File: config.mk
export PLATFORM = sky130hd
export DESIGN_NAME = imem_boot_ctrl
export DESIGN_NICKNAME = d
export VERILOG_FILES = /design/src/rtl/imem_pkg.sv /design/src/rtl/imem_ram.sv /design/src/rtl/imem_boot_ctrl.sv
export SDC_FILE = /design/constraint.sdc
export NUM_CORES = 2
export LEC_CHECK = 0
export CAP_MARGIN = 20
export CORE_UTILIZATION = 63
export DETAILED_ROUTE_END_ITERATION = 7
export HOLD_SLACK_MARGIN = 0.06
export PLACE_DENSITY = 0.79
export SYNTH_ARGS = -nofsm -noshare
export SYNTH_HDL_FRONTEND = slang
export SYNTH_HIERARCHICAL = 1
export SYNTH_SLANG_ARGS = --single-unit
File: constraint.sdc
create_clock -name clk -period 11.45 [get_ports clk]
set_clock_uncertainty 0.1 [all_clocks]
set_input_delay 1.145 -clock clk [delete_from_list [all_inputs] [get_ports clk]]
set_output_delay 1.145 -clock clk [all_outputs]
set_load 0.03 [all_outputs]
File: src/rtl/imem_pkg.sv
// Shared constants and state encoding for the program-memory boot controller.
package imem_pkg;
  localparam int AW    = 8;
  localparam int DW    = 16;
  localparam int DEPTH = 2 ** AW;

  typedef enum logic [1:0] {
    CLEAR = 2'd0,
    LOAD  = 2'd1,
    RUN   = 2'd2
  } state_t;
endpackage

File: src/rtl/imem_ram.sv
// DEPTH x DW program RAM: one synchronous write port, one registered read port.
module imem_ram #(
  parameter int AW    = 8,
  parameter int DW    = 16,
  parameter int DEPTH = 256
) (
  input  logic          clk,
  input  logic          we,
  input  logic [AW-1:0] waddr,
  input  logic [DW-1:0] wdata,
  input  logic          re,
  input  logic [AW-1:0] raddr,
  output logic [DW-1:0] rdata
);
  logic [DW-1:0] mem [DEPTH];

  // Read register only updates on a read, so rdata holds between fetches.
  always_ff @(posedge clk) begin
    if (we) mem[waddr] <= wdata;
    if (re) rdata <= mem[raddr];
  end
endmodule

File: src/rtl/imem_boot_ctrl.sv
// Boot sequencer for the program memory: clears every word, loads a program
// stream from the loader, then serves single-cycle-latency CPU fetches.
module imem_boot_ctrl
  import imem_pkg::*;
(
  input  logic          clk,
  input  logic          rst,
  input  logic          ld_valid,
  input  logic [DW-1:0] ld_data,
  input  logic          ld_last,
  output logic          ld_ready,
  input  logic          reload,
  input  logic          fetch_req,
  input  logic [AW-1:0] fetch_addr,
  output logic          fetch_valid,
  output logic [DW-1:0] fetch_data,
  output logic          prog_ready,
  output logic          busy,
  output logic [AW:0]   load_count,
  output logic          err_overflow
);
  state_t        state_reg;
  logic [AW-1:0] clr_ptr_reg;
  logic [AW-1:0] wr_ptr_reg;
  logic [AW:0]   load_count_reg;
  logic          err_overflow_reg;
  logic          fetch_valid_reg;
  logic          rd_seen_reg;

  logic          ld_accept;
  logic          mem_we;
  logic [AW-1:0] mem_waddr;
  logic [DW-1:0] mem_wdata;
  logic          mem_re;
  logic [DW-1:0] mem_rdata;

  always_comb begin
    busy       = (state_reg == CLEAR) || (state_reg == LOAD);
    prog_ready = (state_reg == RUN);
    ld_ready   = (state_reg == LOAD);
    ld_accept  = ld_ready && ld_valid;
    // Write port belongs to the clear engine in CLEAR, to the loader in LOAD.
    mem_we     = !rst && ((state_reg == CLEAR) || ld_accept);
    mem_waddr  = (state_reg == CLEAR) ? clr_ptr_reg : wr_ptr_reg;
    mem_wdata  = (state_reg == CLEAR) ? '0 : ld_data;
    mem_re     = !rst && (state_reg == RUN) && fetch_req;
  end

  imem_ram #(
    .AW    (AW),
    .DW    (DW),
    .DEPTH (DEPTH)
  ) u_ram (
    .clk   (clk),
    .we    (mem_we),
    .waddr (mem_waddr),
    .wdata (mem_wdata),
    .re    (mem_re),
    .raddr (fetch_addr),
    .rdata (mem_rdata)
  );

  always_ff @(posedge clk) begin
    if (rst) begin
      state_reg        <= CLEAR;
      clr_ptr_reg      <= '0;
      wr_ptr_reg       <= '0;
      load_count_reg   <= '0;
      err_overflow_reg <= 1'b0;
      fetch_valid_reg  <= 1'b0;
      rd_seen_reg      <= 1'b0;
    end else begin
      fetch_valid_reg <= mem_re;
      if (mem_re) rd_seen_reg <= 1'b1;
      case (state_reg)
        CLEAR: begin
          clr_ptr_reg <= clr_ptr_reg + 1'b1;
          if (clr_ptr_reg == AW'(DEPTH - 1)) begin
            state_reg  <= LOAD;
            wr_ptr_reg <= '0;
          end
        end
        LOAD: begin
          if (ld_accept) begin
            wr_ptr_reg     <= wr_ptr_reg + 1'b1;
            load_count_reg <= load_count_reg + 1'b1;
            if (ld_last || (wr_ptr_reg == AW'(DEPTH - 1))) state_reg <= RUN;
            if (!ld_last && (wr_ptr_reg == AW'(DEPTH - 1))) err_overflow_reg <= 1'b1;
          end
        end
        RUN: begin
          if (reload) begin
            state_reg        <= CLEAR;
            clr_ptr_reg      <= '0;
            wr_ptr_reg       <= '0;
            load_count_reg   <= '0;
            err_overflow_reg <= 1'b0;
          end
        end
        default: state_reg <= CLEAR;
      endcase
    end
  end

  // The RAM read register has no reset; mask it until the first real fetch.
  assign fetch_data   = rd_seen_reg ? mem_rdata : '0;
  assign fetch_valid  = fetch_valid_reg;
  assign load_count   = load_count_reg;
  assign err_overflow = err_overflow_reg;
endmodule

==> flow_metrics.py <==
metrics = {
    "drt": {
        "finalWirelength_mm": 432,
        "initial_detailed_routing_violation_count": 13800,
        "num_vias": 84900,
        "final_antenna_net_count": 0,
        "avgViaCountPerCell": 7.24,
        "drt_drc_violations_left": 1,
        "routed_wire_length_per_instance_um": 36.9,
        "tritonroute_pass_1_iters": 8,
    },
    "timing": {
        "maxClockFrequency_mhz": 181,
        "max_slew.worst_pin.slew_ns": 1.39,
        "min_period_ns": 5.53,
        "period_share": 0.483,
        "finalSetupTns_ns": 0,
        "grt_setup_unrepaired": "false",
        "setup_viol": 0,
        "worst_slack_ns": 5.92,
        "timing.slew.headroom": 0.0642,
        "timing.final.max_slew_violations": 0,
        "finalHoldViolations": 0,
    },
    "synth": {
        "synth_enable_flop_cells": 4112,
        "synth.top_cells.by_count": "sky130_fd_sc_hd__edfxtp_1 (4112), sky130_fd_sc_hd__mux4_2 (797), sky130_fd_sc_hd__mux2i_1 (567), sky130_fd_sc_hd__nor2_1 (318), sky130_fd_sc_hd__o221ai_1 (252)",
        "postSynthAreaPerCell_um2": 21.1,
        "synth.ff_latch_count": 4142,
        "synth_most_common_cell": "sky130_fd_sc_hd__edfxtp_1",
        "postSynth.topFlopCell": "sky130_fd_sc_hd__edfxtp_1",
        "ys_top_cells_by_area": "sky130_fd_sc_hd__edfxtp_1 (77%), sky130_fd_sc_hd__mux4_2 (11%), sky130_fd_sc_hd__mux2i_1 (3.5%)",
        "yosysTopAreaCellShare": 0.768,
        "netlist_area_pre_place_um2": 161000,
        "synth.distinct_cells": 66,
        "synth.net_count": 7643,
        "ys_async_sr_fraction": 0,
        "synthesis.yosys.warnings": 6,
        "fraction_of_the_yosys_area_taken_by_sequential_cells": 0.772,
        "post_synth_inst_count": 7607,
        "synth_top_cell_by_area": "sky130_fd_sc_hd__edfxtp_1",
    },
    "placed_design": {
        "dp_hpwl_mm": 237,
        "dp_worst_setup_slack_ns": 5.10,
        "place.gp.congestion": 0.946,
        "io_buffers": 59,
    },
    "global_route": {
        "first_global_vias": 83800,
        "gr-total-overflow": 0,
        "grt_antenna_before_repair": 20,
        "grt.total_usage": 0.336,
        "grt_start_max_net_pins": 193,
        "grt_first_pass_wirelength_mm": 607,
    },
    "clocking": {
        "clock-root-buffer": "sky130_fd_sc_hd__clkbuf_16",
        "cts_htree_levels": 5,
        "cts_tree": "yes",
        "holdBufCountCts": 0,
        "clock_sink_count": 4142,
        "numCtsBuffers": 403,
        "clk-insertion-delay-late_ns": 1.01,
        "cts_resized": 0,
        "cts_setup_buffers": 0,
        "clockBufferDepth": 4,
        "clkTransAtPathRegs_ns": 0.06,
    },
    "floorplan": {
        "starting_density_of_the_core": 0.633,
        "floorplan.die.height_um": 507,
        "x_dimension_of_the_die_um": 507,
        "num_io_pins": 60,
        "fp.dieArea_um2": 257000,
        "rows": 185,
        "fp.coreArea_um2": 254000,
    },
    "final_layout": {
        "nNetsFinal": 8041,
        "drive_gt1_frac": 0.232,
        "largest_register_ff_count": 4096,
        "area_growth_syn_to_fin_pct": 11.5,
        "fillerInstances": 13800,
    },
    "setup_path": {
        "cp_common_cell": "sky130_fd_sc_hd__buf_4",
        "crit_path_cell_trace": "buf_2 > buf_4 > inv_8 > buf_4 > mux2_2 > a22oi_1 > nand2_1 > o32ai_1 > nor4_1",
        "worst_path_dominant_cell_family": "buffers and inverters",
        "critical_path_launch_point_type": "primary input",
        "largest_fanout_on_the_critical_path": 55,
        "worstPathRequired_ns": 12.01,
        "timing.critical_path.slowest_cell_delay_ns": 1.03,
        "critical_path.slowest_cell": "sky130_fd_sc_hd__o32ai_1",
        "timing.critical_path.from": "fetch_addr[3]",
        "worst-path-buf-inv": 4,
        "criticalPathCategory": "in2reg",
        "critical_path.reg2reg.startpoint": "state_reg[0]$_SDFFE_PP0P_",
        "timing.critical_path.to_type": "register",
        "critical_path_arrival_ns": 6.09,
    },
    "run_status": {
        "run_status": "finished, violations left",
        "failed_checks": "design-rule violations",
    },
    "hold_path": {
        "hold_path.class": "reg2reg",
        "min-delay-start": "load_count[8]$_SDFFE_PP0P_",
    },
    "power_and_ir_drop": {
        "maximum_resistive_drop_on_vdd_v": 0.000124,
        "p_per_area_nw_per_um2": 171,
        "p_leak_nw": 58.0,
    },
    "run": {
        "max-cap-violations": 0,
    },
}
[metal layers]
| layer | part of all wire | vias to the layer above | wire, um | GRT usage |
|---|---|---|---|---|
| met5 | 0.00036 | - | 155 | 0 |
| met4 | 0.065 | 12 | 27900 | 0.188 |
| met3 | 0.14 | 1308 | 60700 | 0.0950 |
| met2 | 0.47 | 7266 | 201000 | 0.514 |
| met1 | 0.33 | 43300 | 142000 | 0.441 |
| li1 | - | 33000 | - | - |
[power by group]
group | internal [mW] | total, mW | switching (mW) | leakage, nW
logic | 0.476 | 1.22 | 0.741 | 13.5
clock network | 7.42 | 12.9 | 5.53 | 6.17
registers | 16.4 | 16.4 | 0.00396 | 38.3
[tightest hold or removal path, cell delays in order (launching register included)]
cell,delay [ns]
sky130_fd_sc_hd__dfxtp_1,0.32
sky130_fd_sc_hd__o31ai_1,0.07
sky130_fd_sc_hd__a21oi_1,0.06
[cell families after synthesis]
kind of cell	count (synthesis)	synth area share
DFF	4142	0.772
muxes	1460	0.154
AOI/OAI and AO/OA	841	0.0372
and+or+nand+nor	680	0.0198
buffers and inverters	477	0.0173
adders and majority gates	6	0.000467
xor gates and xnor gates	1	0.0000545
[final timing paths]
path	cells past startpoint	slack, ns	to
setup reg to reg	9	6.58	u_ram/mem[238][14]$_DFFE_PP_
hold reg to reg	2	0.39	load_count[8]$_SDFFE_PP0P_
setup / recovery	9	5.92	u_ram/rdata[1]$_DFFE_PP_
hold / removal	2	0.39	load_count[8]$_SDFFE_PP0P_
[cell usage in the layout (no fill, tap or decap), drive strengths merged, types with 47 or more instances in the layout]
| cell | instances |
|---|---|
| a21oi | 188 |
| buf | 400 |
| clkbuf | 488 |
| clkdlybuf4s50 | 54 |
| clkinv | 156 |
| edfxtp | 4112 |
| mux2 | 96 |
| mux2i | 567 |
| mux4 | 797 |
| nand2 | 60 |
| nand3 | 47 |
| nor2 | 318 |
| nor3 | 96 |
| o21ai | 52 |
| o221ai | 253 |
| o22ai | 150 |
[metrics by stage]
| stage | hold WS, ns | std cells | power [mW] | instance area (um2) | utilization |
|---|---|---|---|---|---|
| 3_3_place_gp | 0.370 | 10900 | 17.9 | 166000 | 0.654 |
| 6_report | 0.391 | 11700 | 30.6 | 179000 | 0.706 |
| 4_1_cts | 0.392 | 11700 | 30.6 | 179000 | 0.705 |
| 5_1_grt | 0.426 | 11700 | 31.2 | 179000 | 0.706 |
| 3_5_place_dp | 0.382 | 11000 | 17.9 | 166000 | 0.655 |
| 2_1_floorplan | 0.355 | 7607 | 17.6 | 161000 | - |
[cell type report]
cell class                 instances  area [um2]  area share
inverter                          12        57.6    0.000321
clock inverter                   221        2150      0.0120
multi-input combinational       2988       34200       0.191
clock buffer                     484       10500      0.0585
tap                             3366        4210      0.0235
timing repair buffer             458        3950      0.0220
sequential                      4142      124000       0.692
antenna                           42         105    0.000586
Note: power is estimated with default switching activity, not from simulation.
